$ cat src/rtl/mem_dump_tx_pkg.sv
// mem_dump_tx_pkg: UART framing constants, sequencer states and word sizing shared by the dump transmitter.
package mem_dump_tx_pkg;
   localparam logic START_BIT = 1'b0;
   localparam logic STOP_BIT = 1'b1;
   localparam int FRAME_BITS = 10;
   localparam logic [7:0] SYNC_BYTE_DEFAULT = 8'hA5;
   typedef enum logic [2:0] {IDLE, SYNC, FETCH, LOAD, WAIT_TX} state_t;
   function automatic int word_width(input int opcode_width, input int register_width);
      return opcode_width + register_width;
   endfunction
endpackage

$ cat src/rtl/uart_tx_core.sv
// uart_tx_core: 8N1 serializer; busy_o drops in the last stop-bit cycle so a new frame can follow seamlessly.
module uart_tx_core
   import mem_dump_tx_pkg::*;
#(
   parameter int CLKS_PER_BIT = 87
) (
   input  logic       clk_i,
   input  logic       reset_i,
   input  logic       start_i,
   input  logic [7:0] data_i,
   output logic       busy_o,
   output logic       tx_o
);
   localparam int BW = (CLKS_PER_BIT > 1) ? $clog2(CLKS_PER_BIT) : 1;
   localparam logic [BW-1:0] BAUD_LAST = BW'(CLKS_PER_BIT - 1);
   localparam logic [3:0] BIT_LAST = 4'(FRAME_BITS - 1);
   logic [BW-1:0] baud_q, baud_d;
   logic [3:0] bit_q, bit_d;
   logic [7:0] shift_q, shift_d;
   logic tx_q, tx_d, active_q, active_d, bit_end;
   always_comb begin
      bit_end = active_q && baud_q == BAUD_LAST;
      busy_o = active_q && !(bit_end && bit_q == BIT_LAST);
      baud_d = baud_q;
      bit_d = bit_q;
      shift_d = shift_q;
      tx_d = tx_q;
      active_d = active_q;
      if (start_i && !busy_o) begin
         active_d = 1'b1;
         tx_d = START_BIT;
         shift_d = data_i;
         baud_d = '0;
         bit_d = '0;
      end else if (bit_end) begin
         // Stop bits shift in from the top, so the ninth bit out is the stop bit.
         baud_d = '0;
         bit_d = bit_q + 1'b1;
         tx_d = shift_q[0];
         shift_d = {STOP_BIT, shift_q[7:1]};
         if (bit_q == BIT_LAST) begin
            active_d = 1'b0;
            tx_d = STOP_BIT;
            bit_d = '0;
         end
      end else if (active_q) begin
         baud_d = baud_q + 1'b1;
      end
   end
   always_ff @(posedge clk_i) begin
      if (reset_i) begin
         baud_q <= '0;
         bit_q <= '0;
         shift_q <= '0;
         tx_q <= STOP_BIT;
         active_q <= 1'b0;
      end else begin
         baud_q <= baud_d;
         bit_q <= bit_d;
         shift_q <= shift_d;
         tx_q <= tx_d;
         active_q <= active_d;
      end
   end
   assign tx_o = tx_q;
endmodule

$ cat src/rtl/mem_dump_tx.sv
// mem_dump_tx: sends a sync byte then every program-memory word as 8N1 UART frames.
module mem_dump_tx
   import mem_dump_tx_pkg::*;
#(
   parameter int CLKS_PER_BIT = 87,
   parameter int OPERATION_CODE_WIDTH = 3,
   parameter int REGISTER_WIDTH = 4,
   parameter int MEMORY_ADDRESS_WIDTH = 4,
   parameter int MEMORY_REGISTERS = 16,
   parameter logic [7:0] SYNC_BYTE = SYNC_BYTE_DEFAULT,
   localparam int WORD_WIDTH = word_width(OPERATION_CODE_WIDTH, REGISTER_WIDTH)
) (
   input  logic                            clk_i,
   input  logic                            reset_i,
   input  logic                            dump_start_i,
   input  logic [WORD_WIDTH-1:0]           mem_data_i,
   output logic [MEMORY_ADDRESS_WIDTH-1:0] mem_addr_o,
   output logic                            busy_o,
   output logic                            done_o,
   output logic                            tx_o
);
   localparam logic [MEMORY_ADDRESS_WIDTH-1:0] ADDR_LAST = MEMORY_ADDRESS_WIDTH'(MEMORY_REGISTERS - 1);
   state_t state_q, state_d;
   logic [MEMORY_ADDRESS_WIDTH-1:0] addr_q, addr_d;
   logic done_q, done_d, tx_start, core_busy;
   logic [7:0] tx_data;
   always_comb begin
      state_d = state_q;
      addr_d = addr_q;
      done_d = 1'b0;
      tx_start = 1'b0;
      tx_data = SYNC_BYTE;
      case (state_q)
         IDLE: begin
            addr_d = '0;
            if (dump_start_i) begin
               tx_start = 1'b1;
               state_d = SYNC;
            end
         end
         SYNC: state_d = core_busy ? SYNC : FETCH;
         FETCH: state_d = LOAD;
         LOAD: begin
            tx_start = 1'b1;
            tx_data = 8'(mem_data_i);
            state_d = WAIT_TX;
         end
         WAIT_TX: begin
            if (!core_busy) begin
               state_d = (addr_q == ADDR_LAST) ? IDLE : FETCH;
               done_d = addr_q == ADDR_LAST;
               addr_d = (addr_q == ADDR_LAST) ? '0 : addr_q + 1'b1;
            end
         end
         default: begin
            state_d = IDLE;
            addr_d = '0;
         end
      endcase
   end
   always_ff @(posedge clk_i) begin
      if (reset_i) begin
         state_q <= IDLE;
         addr_q <= '0;
         done_q <= 1'b0;
      end else begin
         state_q <= state_d;
         addr_q <= addr_d;
         done_q <= done_d;
      end
   end
   uart_tx_core #(.CLKS_PER_BIT(CLKS_PER_BIT)) u_tx (
      .clk_i(clk_i),
      .reset_i(reset_i),
      .start_i(tx_start),
      .data_i(tx_data),
      .busy_o(core_busy),
      .tx_o(tx_o)
   );
   assign mem_addr_o = addr_q;
   assign busy_o = state_q != IDLE;
   assign done_o = done_q;
endmodule
$ cat config.mk
export PLATFORM = sky130hd
export DESIGN_NAME = mem_dump_tx
export DESIGN_NICKNAME = d
export VERILOG_FILES = /design/src/rtl/mem_dump_tx_pkg.sv /design/src/rtl/uart_tx_core.sv /design/src/rtl/mem_dump_tx.sv
export SDC_FILE = /design/constraint.sdc
export NUM_CORES = 1
export LEC_CHECK = 0
export BUFFER_PORTS_ARGS = -buffer_cell sky130_fd_sc_hd__buf_2
export CAP_MARGIN = 30
export CELL_PAD_IN_SITES_DETAIL_PLACEMENT = 2
export CELL_PAD_IN_SITES_GLOBAL_PLACEMENT = 2
export CORE_MARGIN = 2
export CORE_UTILIZATION = 40
export CTS_BUF_LIST = sky130_fd_sc_hd__clkbuf_4
export DETAILED_ROUTE_END_ITERATION = 10
export GPL_ROUTABILITY_DRIVEN = 0
export MAX_ROUTING_LAYER = met4
export PLACE_DENSITY = 0.83
export SYNTH_ARGS = -nofsm -noshare
export SYNTH_HDL_FRONTEND = slang
export SYNTH_HIERARCHICAL = 1
export SYNTH_SLANG_ARGS = --single-unit
$ cat constraint.sdc
create_clock -name clk_i -period 4.7 [get_ports clk_i]
set_clock_uncertainty 0.15 [all_clocks]
set_input_delay 0.94 -clock clk_i [delete_from_list [all_inputs] [get_ports clk_i]]
set_output_delay 0.94 -clock clk_i [all_outputs]
set_load 0.01 [all_outputs]
* Word-level counts from Yosys, hierarchy flattened
Cells that the tools add are included.
** Storage, ports and cells
- Register bits after elaboration :: 29
- Input port bits :: 10
- Output and inout bits :: 7
- Word-level logic and storage cells :: 59
** Cells by class
- Add/subtract/negate cells :: 3
- Eq/ne operators :: 9
- Muxes and demuxes :: 20
- Bitwise logic cells :: 2
- Reduce and logical (&&, ||, !) cells :: 17
** Operators by type and width (count)
- 8-bit two-way mux :: 3
- 3-bit one-hot mux with 5 select lines :: 1
- 4-bit two-way mux :: 3
- 3-bit OR reduction :: 3
- 4-bit by 1-bit adder with 4-bit output, second input constant :: 2
- 4-bit == test, second input constant :: 2
- 4-bit one-hot mux with 2 select lines :: 1
- 7-bit by 1-bit adder with 7-bit output, second input constant :: 1
- 7-bit == test, second input constant :: 1
- 1-bit two-way mux :: 7
- 3-bit by 2-bit == test with 1-bit output, second input constant :: 2
- 3-bit two-way mux :: 2
- 2-bit AND reduction :: 3
- 1-bit logical AND :: 4
- 2-bit two-way mux :: 2
- 2-bit != test, second input constant :: 2
- 2-bit nonzero test :: 2
- 3-bit by 1-bit == test with 1-bit output, second input constant :: 1
- 3-bit == test, second input constant :: 1
- 3-bit logical NOT :: 1
- 3-bit nonzero test :: 1
- 1-bit logical NOT :: 2
- 1-bit NOT :: 2
- 1-bit one-hot mux with 2 select lines :: 1
- 2-bit OR reduction :: 1

* Logic depth before layout (Yosys ltp)
Gate-level depths: netlist (run 1).
- Depth in word-level cells :: 9
- Gate-level depth with buffers :: 9
- Depth with buffers taken out :: 8

* Hierarchy
Netlist (run 1), hierarchy kept.
** Modules (own cells, without submodules)
- uart_tx_core :: instances 1, cells an instance 106, area each 1018.5 um^2, sequential area each 420.4 um^2
- mem_dump_tx :: instances 1, cells an instance 59, area each 511.7 um^2, sequential area each 160.2 um^2

* Worst setup path before layout (run 1)
No wires, ideal clock.
- Kind :: register to register
- Start point :: reg u_tx.baud_q[0]
- End point :: reg addr_q[3], in the netlist mem_addr_o[3]
- Setup time :: 0.059 ns
- Arrival time :: 2.173 ns
- Required time :: 4.491 ns
- Slack :: 2.318 ns
- Cell stages (with the launch flop) :: 9
- Buffers on the path :: 0
- Clock period less this slack :: 2.382 ns
- Path through :: dfxtp_1 inv_1 ha_1 and4b_4 and2_4 a21boi_0 or4bb_1 a21oi_1 a221o_1
** Between the ends
- Word-level cells in the longest chain between the ends :: 7
** Ends and longest elaborated chain
- from (decl) :: line uart_tx_core.sv:17 : logic [BW-1:0] baud_q, baud_d;
- from (signal assigned) :: line uart_tx_core.sv:58 : baud_q <= baud_d;
- 7-bit == test :: line uart_tx_core.sv:22 : bit_end = active_q && baud_q == BAUD_LAST;
- 1-bit logical AND :: line uart_tx_core.sv:22
- 1-bit logical AND :: line uart_tx_core.sv:23 : busy_o = active_q && !(bit_end && bit_q == BIT_LAST);
- 1-bit logical NOT :: line uart_tx_core.sv:23
- 1-bit logical AND :: line uart_tx_core.sv:23
- via core_busy :: line mem_dump_tx.sv:25 : logic done_q, done_d, tx_start, core_busy;
- 2-bit != test (no source line)
- 2-bit AND reduction (no source line)
- to (signal assigned) :: line mem_dump_tx.sv:68 : addr_q <= addr_d;
- to (decl) :: line mem_dump_tx.sv:24 : logic [MEMORY_ADDRESS_WIDTH-1:0] addr_q, addr_d;
The timed path passes the listed nets, and every way through them passes these cells.
A chain may end at the register's enable or synchronous reset.

* Worst setup path after layout (run 1)
- Start point :: reg u_tx.baud_q[0]
- End point :: reg addr_q[0], in the netlist mem_addr_o[0]
The elaborated chain is that of the path after synthesis.

==> results of run 1 <==
-- worst max-delay path: cells and delay by family (launching register included) --
family / cells / cell delay [ps]
adders and majority gates: 1 / 210
buffers and inverters: 1 / 60
AOI/OAI and AO/OA: 3 / 1050
DFF: 1 / 400
and+or+nand+nor: 3 / 890
-- final timing paths --
check                  start         endpoint  slack, ps  cells past startpoint
max reg2reg   u_tx/baud_q[0]    mem_addr_o[0]       1880                      8
min reg2reg  u_tx/shift_q[7]  u_tx/shift_q[7]        410                      2
min          u_tx/shift_q[7]  u_tx/shift_q[7]        410                      2
max           u_tx/baud_q[0]    mem_addr_o[0]       1880                      8
-- placed cells by master (no fill, tap or decap), types with 2 or more instances in the layout --
master	Yosys	layout
sky130_fd_sc_hd__a22o_1	2	2
sky130_fd_sc_hd__nand2_1	9	9
sky130_fd_sc_hd__xnor2_1	4	4
sky130_fd_sc_hd__buf_2	1	16
sky130_fd_sc_hd__nor3_1	4	4
sky130_fd_sc_hd__o21ai_0	3	3
sky130_fd_sc_hd__nor3b_1	2	2
sky130_fd_sc_hd__nand3_1	2	2
sky130_fd_sc_hd__nand4_1	3	3
sky130_fd_sc_hd__a211oi_1	9	9
sky130_fd_sc_hd__a31oi_1	2	2
sky130_fd_sc_hd__clkbuf_4	0	8
sky130_fd_sc_hd__mux2i_1	7	7
sky130_fd_sc_hd__xor2_1	4	4
sky130_fd_sc_hd__ha_1	3	3
sky130_fd_sc_hd__nand2b_1	5	5
sky130_fd_sc_hd__a21oi_1	6	6
sky130_fd_sc_hd__nor2_1	25	25
sky130_fd_sc_hd__inv_1	2	2
sky130_fd_sc_hd__and2_1	4	4
sky130_fd_sc_hd__nor2b_1	5	5
sky130_fd_sc_hd__nand4b_1	3	3
sky130_fd_sc_hd__dfxtp_1	29	29
-- per-stage QoR --
stage          setup WS, ps  power, mW  hold slack (ps)  instances
2_1_floorplan          2320      0.340              317        165
3_3_place_gp           2100      0.349              364        220
3_5_place_dp           1880      0.355              388        220
4_1_cts                1840      0.522              418        228
5_1_grt                1630      0.545              447        228
6_report               1880      0.514              411        228
-- state kept, by name, summed over array words and instances (netlist names) --
name	cells
done_o	1
mem_addr_o	4
state_q	3
u_tx/active_q	1
u_tx/baud_q	7
u_tx/bit_q	4
u_tx/shift_q	8
u_tx/tx_o	1
-- power by group through the flow --
| stage | Combinational, mW | Clock (mW) | Sequential [mW] |
|---|---|---|---|
| after floorplan | 0.0661 | 0 | 0.274 |
| after global placement | 0.0673 | 0 | 0.282 |
| after detailed placement | 0.0720 | 0 | 0.283 |
| after CTS | 0.0732 | 0.171 | 0.278 |
| after global routing | 0.0802 | 0.184 | 0.281 |
| final | 0.0718 | 0.165 | 0.278 |
-- cell type report --
type	instances	area, µm²
multi-input cells	125	862
fillers	412	2010
inverters	2	7.51
clock buffers	8	60.1
repair buffers	16	80.1
well taps	48	60.1
flip-flops and latches	29	581
-- per-layer routing --
| metal | vias to the layer above | routed length (µm) | global-route usage |
|---|---|---|---|
| li1 | 619 | - | - |
| met1 | 608 | 1700 | 0.234 |
| met2 | 16 | 1880 | 0.333 |
| met3 | 7 | 129 | 0.0562 |
| met4 | 0 | 72 | 0.0885 |
| met5 | - | 0 | - |
-- synthesized netlist by cell type, types with 2 or more instances --
cell type / n
sky130_fd_sc_hd__and2_1: 4
sky130_fd_sc_hd__a31oi_1: 2
sky130_fd_sc_hd__nor2_1: 25
sky130_fd_sc_hd__xor2_1: 4
sky130_fd_sc_hd__mux2i_1: 7
sky130_fd_sc_hd__a22o_1: 2
sky130_fd_sc_hd__dfxtp_1: 29
sky130_fd_sc_hd__a211oi_1: 9
sky130_fd_sc_hd__nor2b_1: 5
sky130_fd_sc_hd__ha_1: 3
sky130_fd_sc_hd__clkbuf_1: 2
sky130_fd_sc_hd__nor3_1: 4
sky130_fd_sc_hd__nand2b_1: 5
sky130_fd_sc_hd__nand4b_1: 3
sky130_fd_sc_hd__a21oi_1: 6
sky130_fd_sc_hd__o21ai_0: 3
sky130_fd_sc_hd__inv_1: 2
sky130_fd_sc_hd__xnor2_1: 4
sky130_fd_sc_hd__buf_6: 6
sky130_fd_sc_hd__nor3b_1: 2
sky130_fd_sc_hd__nand2_1: 9
sky130_fd_sc_hd__nand4_1: 3
sky130_fd_sc_hd__nand3_1: 2
-- cell families (layout without fill, tap and decap cells) --
family / Yosys count / after routing / synth area share
AOI/OAI and AO/OA: 32 / 32 / 0.164
and+or+nand+nor: 75 / 75 / 0.283
buffers and inverters: 11 / 26 / 0.0572
adders and majority gates: 3 / 3 / 0.0245
xor gates and xnor gates: 8 / 8 / 0.0458
DFF: 29 / 29 / 0.379
muxes: 7 / 7 / 0.0458
==> qor_table.md, run 1 <==
| Parameter | This run |
|---|---|
| Sink count of the clock tree | 29 |
| Final standard cell utilization of the core | 0.451 |
| Leftover overflow at the end of global routing | 0 |
| Max-slew headroom | 0.505 |
| Share of total power consumed by net switching | 0.283 |
| # DRC | 0 |
| Residual antenna-violating net count after detailed routing | 0 |
| Post-DP HPWL | 2770 µm |
| Final design instance area without fill | 1650 µm² |
| Number of enable flip-flop cells after synthesis | 0 |
| Sw power | 0.146 mW |
| Hold-fix buffer count after cts | 0 |
| Nets in the synthesized netlist | 178 |
| Initial standard-cell utilization of the core | 0.418 |
| Worst Tran Pin Value | 736 ps |
| Die extent in x | 65.9 µm |
| Clock share of power | 0.321 |
| CTS Buf Count | 5 |
| Cell-internal power | 0.369 mW |
| Routed WL | 3780 µm |
| First-pass GRT wire length | 6400 µm |
| CP Data Required Time | 4830 ps |
| Final slew viol count | 0 |
| Power density relative to cell area | 312 nW/µm² |
| Nature of the critical path endpoint | register |
| CTS H-Tree Depth | 2 |
| Buffers inserted by post-CTS timing repair | 0 |
| Flop and latch count out of synthesis | 29 |
| Vias in the first global route | 1345 |
| Die area | 4340 µm² |
| Placed Instance Area | 1590 µm² |
| Ys Warns | 6 |
| Worst-path fanout max | 12 |
| Status | finished clean |
| Startpoint type of the worst setup path | register |
| Max Buffers Root-to-Sink | 2 |
| Worst-path cell chain | inv_1 -> ha_1 -> and4b_4 -> and2_4 -> a21boi_0 -> or4bb_1 -> a21oi_1 -> a22o_1 |
| Summed instance area of the synthesized netlist | 1530 µm² |
| Final Setup Violations | 0 |
| Post-CTS Resized | 0 |
| Pleak | 0.584 nW |
| Share of post-route cells with drive strength above 1 | 0.200 |
| Part of the Yosys area used for sequential elements | 0.379 |
| Main area contributors after synthesis | sky130_fd_sc_hd__dfxtp_1 (38%), sky130_fd_sc_hd__nor2_1 (6.1%), sky130_fd_sc_hd__mux2i_1 (4.6%) |
| Initial drt markers | 40 |
| Combinational group share of total power | 0.140 |
| Number of unique standard cell types used by synthesis | 47 |
| Crit-path max cell delay | 600 ps |
| Core Area | 3660 µm² |
| Net count of the finished layout | 192 |
| Latest clock arrival within the worst-skew pair | 330 ps |
| Highest ir drop seen on vdd | 0.132 mV |
| Global-route usage over all layers | 0.204 |
| Critical path arrival | 2960 ps |
| Per-instance average area after synthesis | 9.27 µm² |
| Relative contribution of sequential cells to total power | 0.540 |
| Number of primary I/O pins | 17 |
| Overall via count from detail_route | 1250 |
| Share of synthesized registers carrying an async set or reset | 0 |
| Final period util | 0.601 |
| Total Neg Setup Slack | 0 ps |
| Routed length per placed instance | 16.6 µm |
| Largest net degree at the start of global routing | 20 |
| Fraction of post-synthesis cell area in the top cell type by area | 0.379 |
| Synthesized netlist cell count | 165 |
| Die Height | 65.9 µm |
| Clock tree from TritonCTS | yes |
| Area growth syn-to-layout | 7.85% |
| Count of input and output buffers | 16 |
| Setup repair after global routing missed its margin | no |
| Antenna Cells | 0 |
| Hold violation total from the final report | 0 |
| Antenna violations before repair | 0 |
| Max capacitance violation total | 0 |
| Library cell contributing the largest single delay on the critical path | sky130_fd_sc_hd__a21boi_0 |
| Detailed-route vias per instance | 5.48 |
| CTS clock-pin slew for the worst setup and hold paths | 90 ps |
| CTS Root Buffer Type | sky130_fd_sc_hd__clkbuf_4 |
| Post-layout min period | 2820 ps |
| Worst Hold Class | register to register |
| Critical setup path kind | register to register |
| Post-synth top area cell | sky130_fd_sc_hd__dfxtp_1 |
| Highest attainable clock frequency | 354 MHz |
| Placement Rows | 22 |
| Top FF cell, synth | sky130_fd_sc_hd__dfxtp_1 |
| First-pass detailed-route iteration total | 4 |
(Power assumes the default switching activity.)
==> run 2, diff against run 1 <==
CORE_UTILIZATION = 34   (was 40)
PLACE_DENSITY = 0.75   (was 0.83)
clock period = 2.35 ns   (was 4.7 ns; I/O delays follow)
==> run 2 against run 1 <==
Compared with the run above: non-clock buffer count grew 4; global-route usage is 3.7 points lower; wire length rose by 4.4%; combinational power grew 140%; clock power up 72%; die area is 17% higher; sequential share of layout area decreased by 1.3 points; core utilization down 5.6 points; clock-buffer cell count down 3; flip-flop and latch count is the same; critical path type unchanged; critical endpoint is now mem_addr_o[3]; highest routed layer unchanged.
==> qor_table.md, run 2 (synthesis gave the netlist of run 1 again) <==
| Parameter | This run |
|---|---|
| Startpoint type of the worst setup path | register |
| Post-route insts no fill | 237 |
| Final period util | 0.945 |
| Routed length per placed instance | 16.7 µm |
| Hold-fix buffer count after cts | 0 |
| Worst-path cell chain | inv_1 -> ha_1 -> and4b_4 -> and2_4 -> a21boi_2 -> or4bb_4 -> a21oi_4 -> a221o_1 |
| Crit-path max cell delay | 500 ps |
| Die area | 5050 µm² |
| Area growth syn-to-layout | 12.3% |
| Post-DP HPWL | 2810 µm |
| Highest ir drop seen on vdd | 0.278 mV |
| Antenna Cells | 0 |
| Residual antenna-violating net count after detailed routing | 0 |
| Library cell contributing the largest single delay on the critical path | sky130_fd_sc_hd__or4bb_4 |
| Power density relative to cell area | 585 nW/µm² |
| Share of post-route cells with drive strength above 1 | 0.243 |
| Power after layout | 1.01 mW |
| # DRC | 0 |
| Clock tree from TritonCTS | yes |
| Initial standard-cell utilization of the core | 0.351 |
| Max-slew headroom | 0.687 |
| Worst-path fanout max | 5 |
| Worst Hold Class | input port to register |
| Antenna violations before repair | 0 |
| Latest clock arrival within the worst-skew pair | 320 ps |
| Final standard cell utilization of the core | 0.395 |
| Leading cell type in the layout, fill and taps excluded | sky130_fd_sc_hd__dfxtp_1 |
| Buf+Inv Stages, Crit Path | 1 |
| Die Height | 71.1 µm |
| Global-route usage over all layers | 0.167 |
| Routed WL | 3950 µm |
| CTS H-Tree Depth | 2 |
| Detailed-route vias per instance | 5.41 |
| Nature of the critical path endpoint | register |
| Buffers inserted by post-CTS timing repair | 0 |
| Initial drt markers | 42 |
| Final Setup Violations | 0 |
| Count of input and output buffers | 16 |
| Hold_ws | 367 ps |
| CP top delay family | simple AND/OR/NAND/NOR gates |
| CTS Root Buffer Type | sky130_fd_sc_hd__clkbuf_4 |
| First-pass GRT wire length | 6530 µm |
| Max capacitance violation total | 0 |
| CP Data Required Time | 2470 ps |
| Max Buffers Root-to-Sink | 2 |
| Net count of the finished layout | 197 |
| Number of primary I/O pins | 17 |
| Sink count of the clock tree | 29 |
| Post-layout min period | 2220 ps |
| Fill count | 492 |
| Number of instances in the placed design | 228 |
| Top flop regs | u_tx/shift_q x8, u_tx/baud_q x7 |
| Critical path arrival | 2340 ps |
| Final slew viol count | 0 |
| CTS Buf Count | 5 |
| Number of flip-flops in the largest register | 8 |
| Highest attainable clock frequency | 450 MHz |
| Overall via count from detail_route | 1282 |
| Worst Tran Pin Value | 469 ps |
| Largest net degree at the start of global routing | 20 |
| Most frequent cells in the layout | sky130_fd_sc_hd__dfxtp_1 (28), sky130_fd_sc_hd__nor2_1 (25), sky130_fd_sc_hd__buf_2 (16) |
| Placed Instance Area | 1630 µm² |
| Final design instance area without fill | 1720 µm² |
| Vias in the first global route | 1376 |
| Hold violation total from the final report | 0 |
| First-pass detailed-route iteration total | 4 |
| Setup repair after global routing missed its margin | no |
| Critical setup path kind | register to register |
| Placement Rows | 24 |
| Pleak | 0.605 nW |
| Core Area | 4350 µm² |
| Die extent in x | 71.1 µm |
| Register bank with the most flops | u_tx/shift_q |
| Leftover overflow at the end of global routing | 0 |
| Status | finished clean |
| CTS clock-pin slew for the worst setup and hold paths | 100 ps |
-- run 2: layout make-up --
type                            instances  area, µm²  area share
Multi-Input combinational cell        126        905       0.526
Timing Repair Buffer                   20        110      0.0640
Inverter                                2       7.51     0.00437
Tap cell                               52       65.1      0.0378
Sequential cell                        29        582       0.338
Clock buffer                            5       37.5      0.0218
Clock inverter                          3       12.5     0.00728
-- run 2: metrics by stage --
step	setup TNS (ps)	setup slack [ps]
floorplan	0	105
global placement	0	187
finish	0	129
global route	0	3.32
CTS	0	23.7
detailed placement	-5.01	-5.01
-- run 2: tightest hold or removal path, delay by kind of cell --
| kind | cells | cell delay (ps) |
|---|---|---|
| buffers and inverters | 1 | 110 |
| AOI/OAI and AO/OA | 2 | 210 |
-- run 2: timing repair --
item | in CTS | in global routing
setup endpoints to repair | 3 | 9
resized for setup | 1 | 7
pin swaps | 0 | 1
gates cloned | 0 | 1
-- run 2: power by group --
| part | internal [mW] | switching [mW] |
|---|---|---|
| clock network | 0.108 | 0.176 |
| logic | 0.0733 | 0.0962 |
| registers | 0.522 | 0.0300 |
| total | 0.704 | 0.302 |
-- run 2: path summary, 6_finish.rpt --
| check | start | to | slack, ps | depth (start not counted) |
|---|---|---|---|---|
| worst min register to register | u_tx/bit_q[3] | u_tx/bit_q[3] | 390 | 2 |
| worst max-delay path | u_tx/baud_q[0] | mem_addr_o[3] | 130 | 8 |
| worst min-delay path | dump_start_i | state_q[1] | 370 | 3 |
| worst max register to register | u_tx/baud_q[0] | mem_addr_o[3] | 130 | 8 |
-- run 2: routing by layer --
metal  part of all wire  GRT usage  vias to the layer above  routed length [µm]
li1                   -          -                      631                   -
met1               0.46      0.204                      638                1820
met2               0.51      0.273                        8                2020
met3              0.017     0.0385                        5                  68
met4             0.0091     0.0503                        0                  36
met5                  0          -                        -                   0
==> run 3, diff against run 2 <==
CTS_BUF_LIST = sky130_fd_sc_hd__clkbuf_4 sky130_fd_sc_hd__clkbuf_8   (was sky130_fd_sc_hd__clkbuf_4)
clock period = 1.9 ns   (was 2.35 ns; I/O delays follow)
==> run 3 against run 2 <==
Compared with the run above: the flow now finishes with violations (setup timing); non-clock buffer count rose by 24; wire length is 22% higher; sequential power up 23%; highest routed layer unchanged; sequential share of layout area is 5.3 points lower; clock power grew 86%; critical path type unchanged; register-to-register slack worse by 280 ps; fmax grew 8.1%; global-route usage rose by 3.5 points; worst setup slack worse by 280 ps; flip-flop and latch count unchanged; core utilization increased by 7.5 points; combinational power rose by 91%.
==> qor_table.md, run 3 (synthesis gave the netlist of run 1 again) <==
| Parameter | This run |
|---|---|
| Post-DP HPWL | 3160 µm |
| Die extent in x | 71.1 µm |
| Die Height | 71.1 µm |
| Max capacitance violation total | 0 |
| Net count of the finished layout | 220 |
| Leading cell type in the layout, fill and taps excluded | sky130_fd_sc_hd__dfxtp_1 |
| Global-route usage over all layers | 0.201 |
| First-pass detailed-route iteration total | 3 |
| Clock tree from TritonCTS | yes |
| Final period util | 1.08 |
| Hold_ws | 270 ps |
| Placed Instance Area | 1780 µm² |
| Post-route insts no fill | 260 |
| Number of flip-flops in the largest register | 8 |
| CTS Root Buffer Type | sky130_fd_sc_hd__clkbuf_8 |
| Post-layout min period | 2060 ps |
| Status | complete, but fails checks |
| Highest attainable clock frequency | 487 MHz |
| Register bank with the most flops | u_tx/shift_q |
| Crit-path max cell delay | 510 ps |
| Routed WL | 4810 µm |
| Worst Tran Pin Value | 477 ps |
| Cell-internal power | 1.11 mW |
| Least setup slack across all paths after layout | -155 ps |
| Final design instance area without fill | 2050 µm² |
| Latest clock arrival within the worst-skew pair | 270 ps |
| Residual antenna-violating net count after detailed routing | 0 |
| Routed length per placed instance | 18.5 µm |
| Initial drt markers | 45 |
| Sink count of the clock tree | 29 |
| CTS H-Tree Depth | 2 |
| Core Area | 4350 µm² |
| Share of total power consumed by net switching | 0.275 |
| Antenna Cells | 0 |
| Leftover overflow at the end of global routing | 0 |
| Dpl ws | -200 ps |
| # DRC | 0 |
| Largest net degree at the start of global routing | 16 |
| Total Neg Setup Slack | -554 ps |
| Placement Rows | 24 |
| Library cell contributing the largest single delay on the critical path | sky130_fd_sc_hd__or4bb_4 |
| Final standard cell utilization of the core | 0.470 |
| Critical setup path kind | register to register |
| Number of primary I/O pins | 17 |
| Clock share of power | 0.346 |
| Max Buffers Root-to-Sink | 2 |
| Power density relative to cell area | 748 nW/µm² |
| Detailed-route vias per instance | 5.27 |
| Vias in the first global route | 1503 |
| Final slew viol count | 0 |
| Die area | 5050 µm² |
| Violated checks | setup timing |
| Sw power | 0.421 mW |
| CTS Buf Count | 5 |
| Combinational group share of total power | 0.211 |
| First-pass GRT wire length | 7700 µm |
| Setup repair after global routing missed its margin | yes |
| Nature of the critical path endpoint | register |
| Power after layout | 1.53 mW |
| Number of instances in the placed design | 245 |
| Highest ir drop seen on vdd | 0.355 mV |
| Most frequent cells in the layout | sky130_fd_sc_hd__dfxtp_1 (26), sky130_fd_sc_hd__nor2_1 (24), sky130_fd_sc_hd__buf_4 (24) |
| Hold violation total from the final report | 0 |
| Area growth syn-to-layout | 33.7% |
| Startpoint type of the worst setup path | register |
| Worst Hold Class | input port to register |
| Worst-path fanout max | 3 |
| Hold-fix buffer count after cts | 0 |
| Worst-path cell chain | inv_2 -> ha_4 -> and4b_4 -> and2_4 -> a21boi_4 -> or4bb_4 -> a21oi_4 -> a221o_1 |
| Relative contribution of sequential cells to total power | 0.443 |
| Pleak | 0.771 nW |
| CP Data Required Time | 1960 ps |
| Final Setup Violations | 6 |
| Share of post-route cells with drive strength above 1 | 0.409 |
| Count of input and output buffers | 16 |
| Initial standard-cell utilization of the core | 0.351 |
| Critical path arrival | 2120 ps |
| Top flop regs | u_tx/shift_q x8, u_tx/baud_q x7 |
| Antenna violations before repair | 0 |
| Overall via count from detail_route | 1370 |
| Max-slew headroom | 0.681 |
| CTS clock-pin slew for the worst setup and hold paths | 70 ps |
## run 3: critical path, delay by kind of cell, from the launching register on
kind	cells	cell delay, ps
flops	1	350
simple gates	3	840
buf+inv	1	50
compound gates	3	470
fa+ha+maj	1	150
## run 3: area by class of cell
| cell class | count | area (µm²) |
|---|---|---|
| repair buffers | 44 | 320 |
| inverters | 2 | 7.51 |
| multi-input cells | 125 | 977 |
| well taps | 52 | 65.1 |
| fillers | 474 | 2310 |
| clock buffers | 8 | 91.3 |
| flip-flops and latches | 29 | 584 |
## run 3: worst paths after layout
check | start | endpoint | slack (ps) | cells after the start
worst min-delay path | reset_i | state_q[2] | 270 | 2
worst max-delay path | u_tx/baud_q[0] | mem_addr_o[3] | -160 | 8
worst max register to register | u_tx/baud_q[0] | mem_addr_o[3] | -160 | 8
worst min register to register | u_tx/bit_q[3] | u_tx/bit_q[3] | 390 | 2
## run 3: timing repair
item | 4_1_cts | 5_1_grt
pin swaps | 6 | 5
setup endpoints to repair | 19 | 24
setup buffers | 2 | 6
gates resized for setup | 13 | 16
## run 3: per-layer routing
layer,global-route usage,vias up,part of all wire
met5,-,-,0
met2,0.337,11,0.53
met3,0.0470,6,0.016
met4,0.0503,0,0.011
met1,0.245,681,0.44
li1,-,672,-
## run 3: power groups by stage
stage	clock, mW	combinational [mW]	sequential (mW)
2_1_floorplan	0	0.172	0.681
3_3_place_gp	0	0.223	0.682
3_5_place_dp	0	0.241	0.685
4_1_cts	0.544	0.274	0.676
5_1_grt	0.569	0.354	0.683
6_report	0.529	0.323	0.679
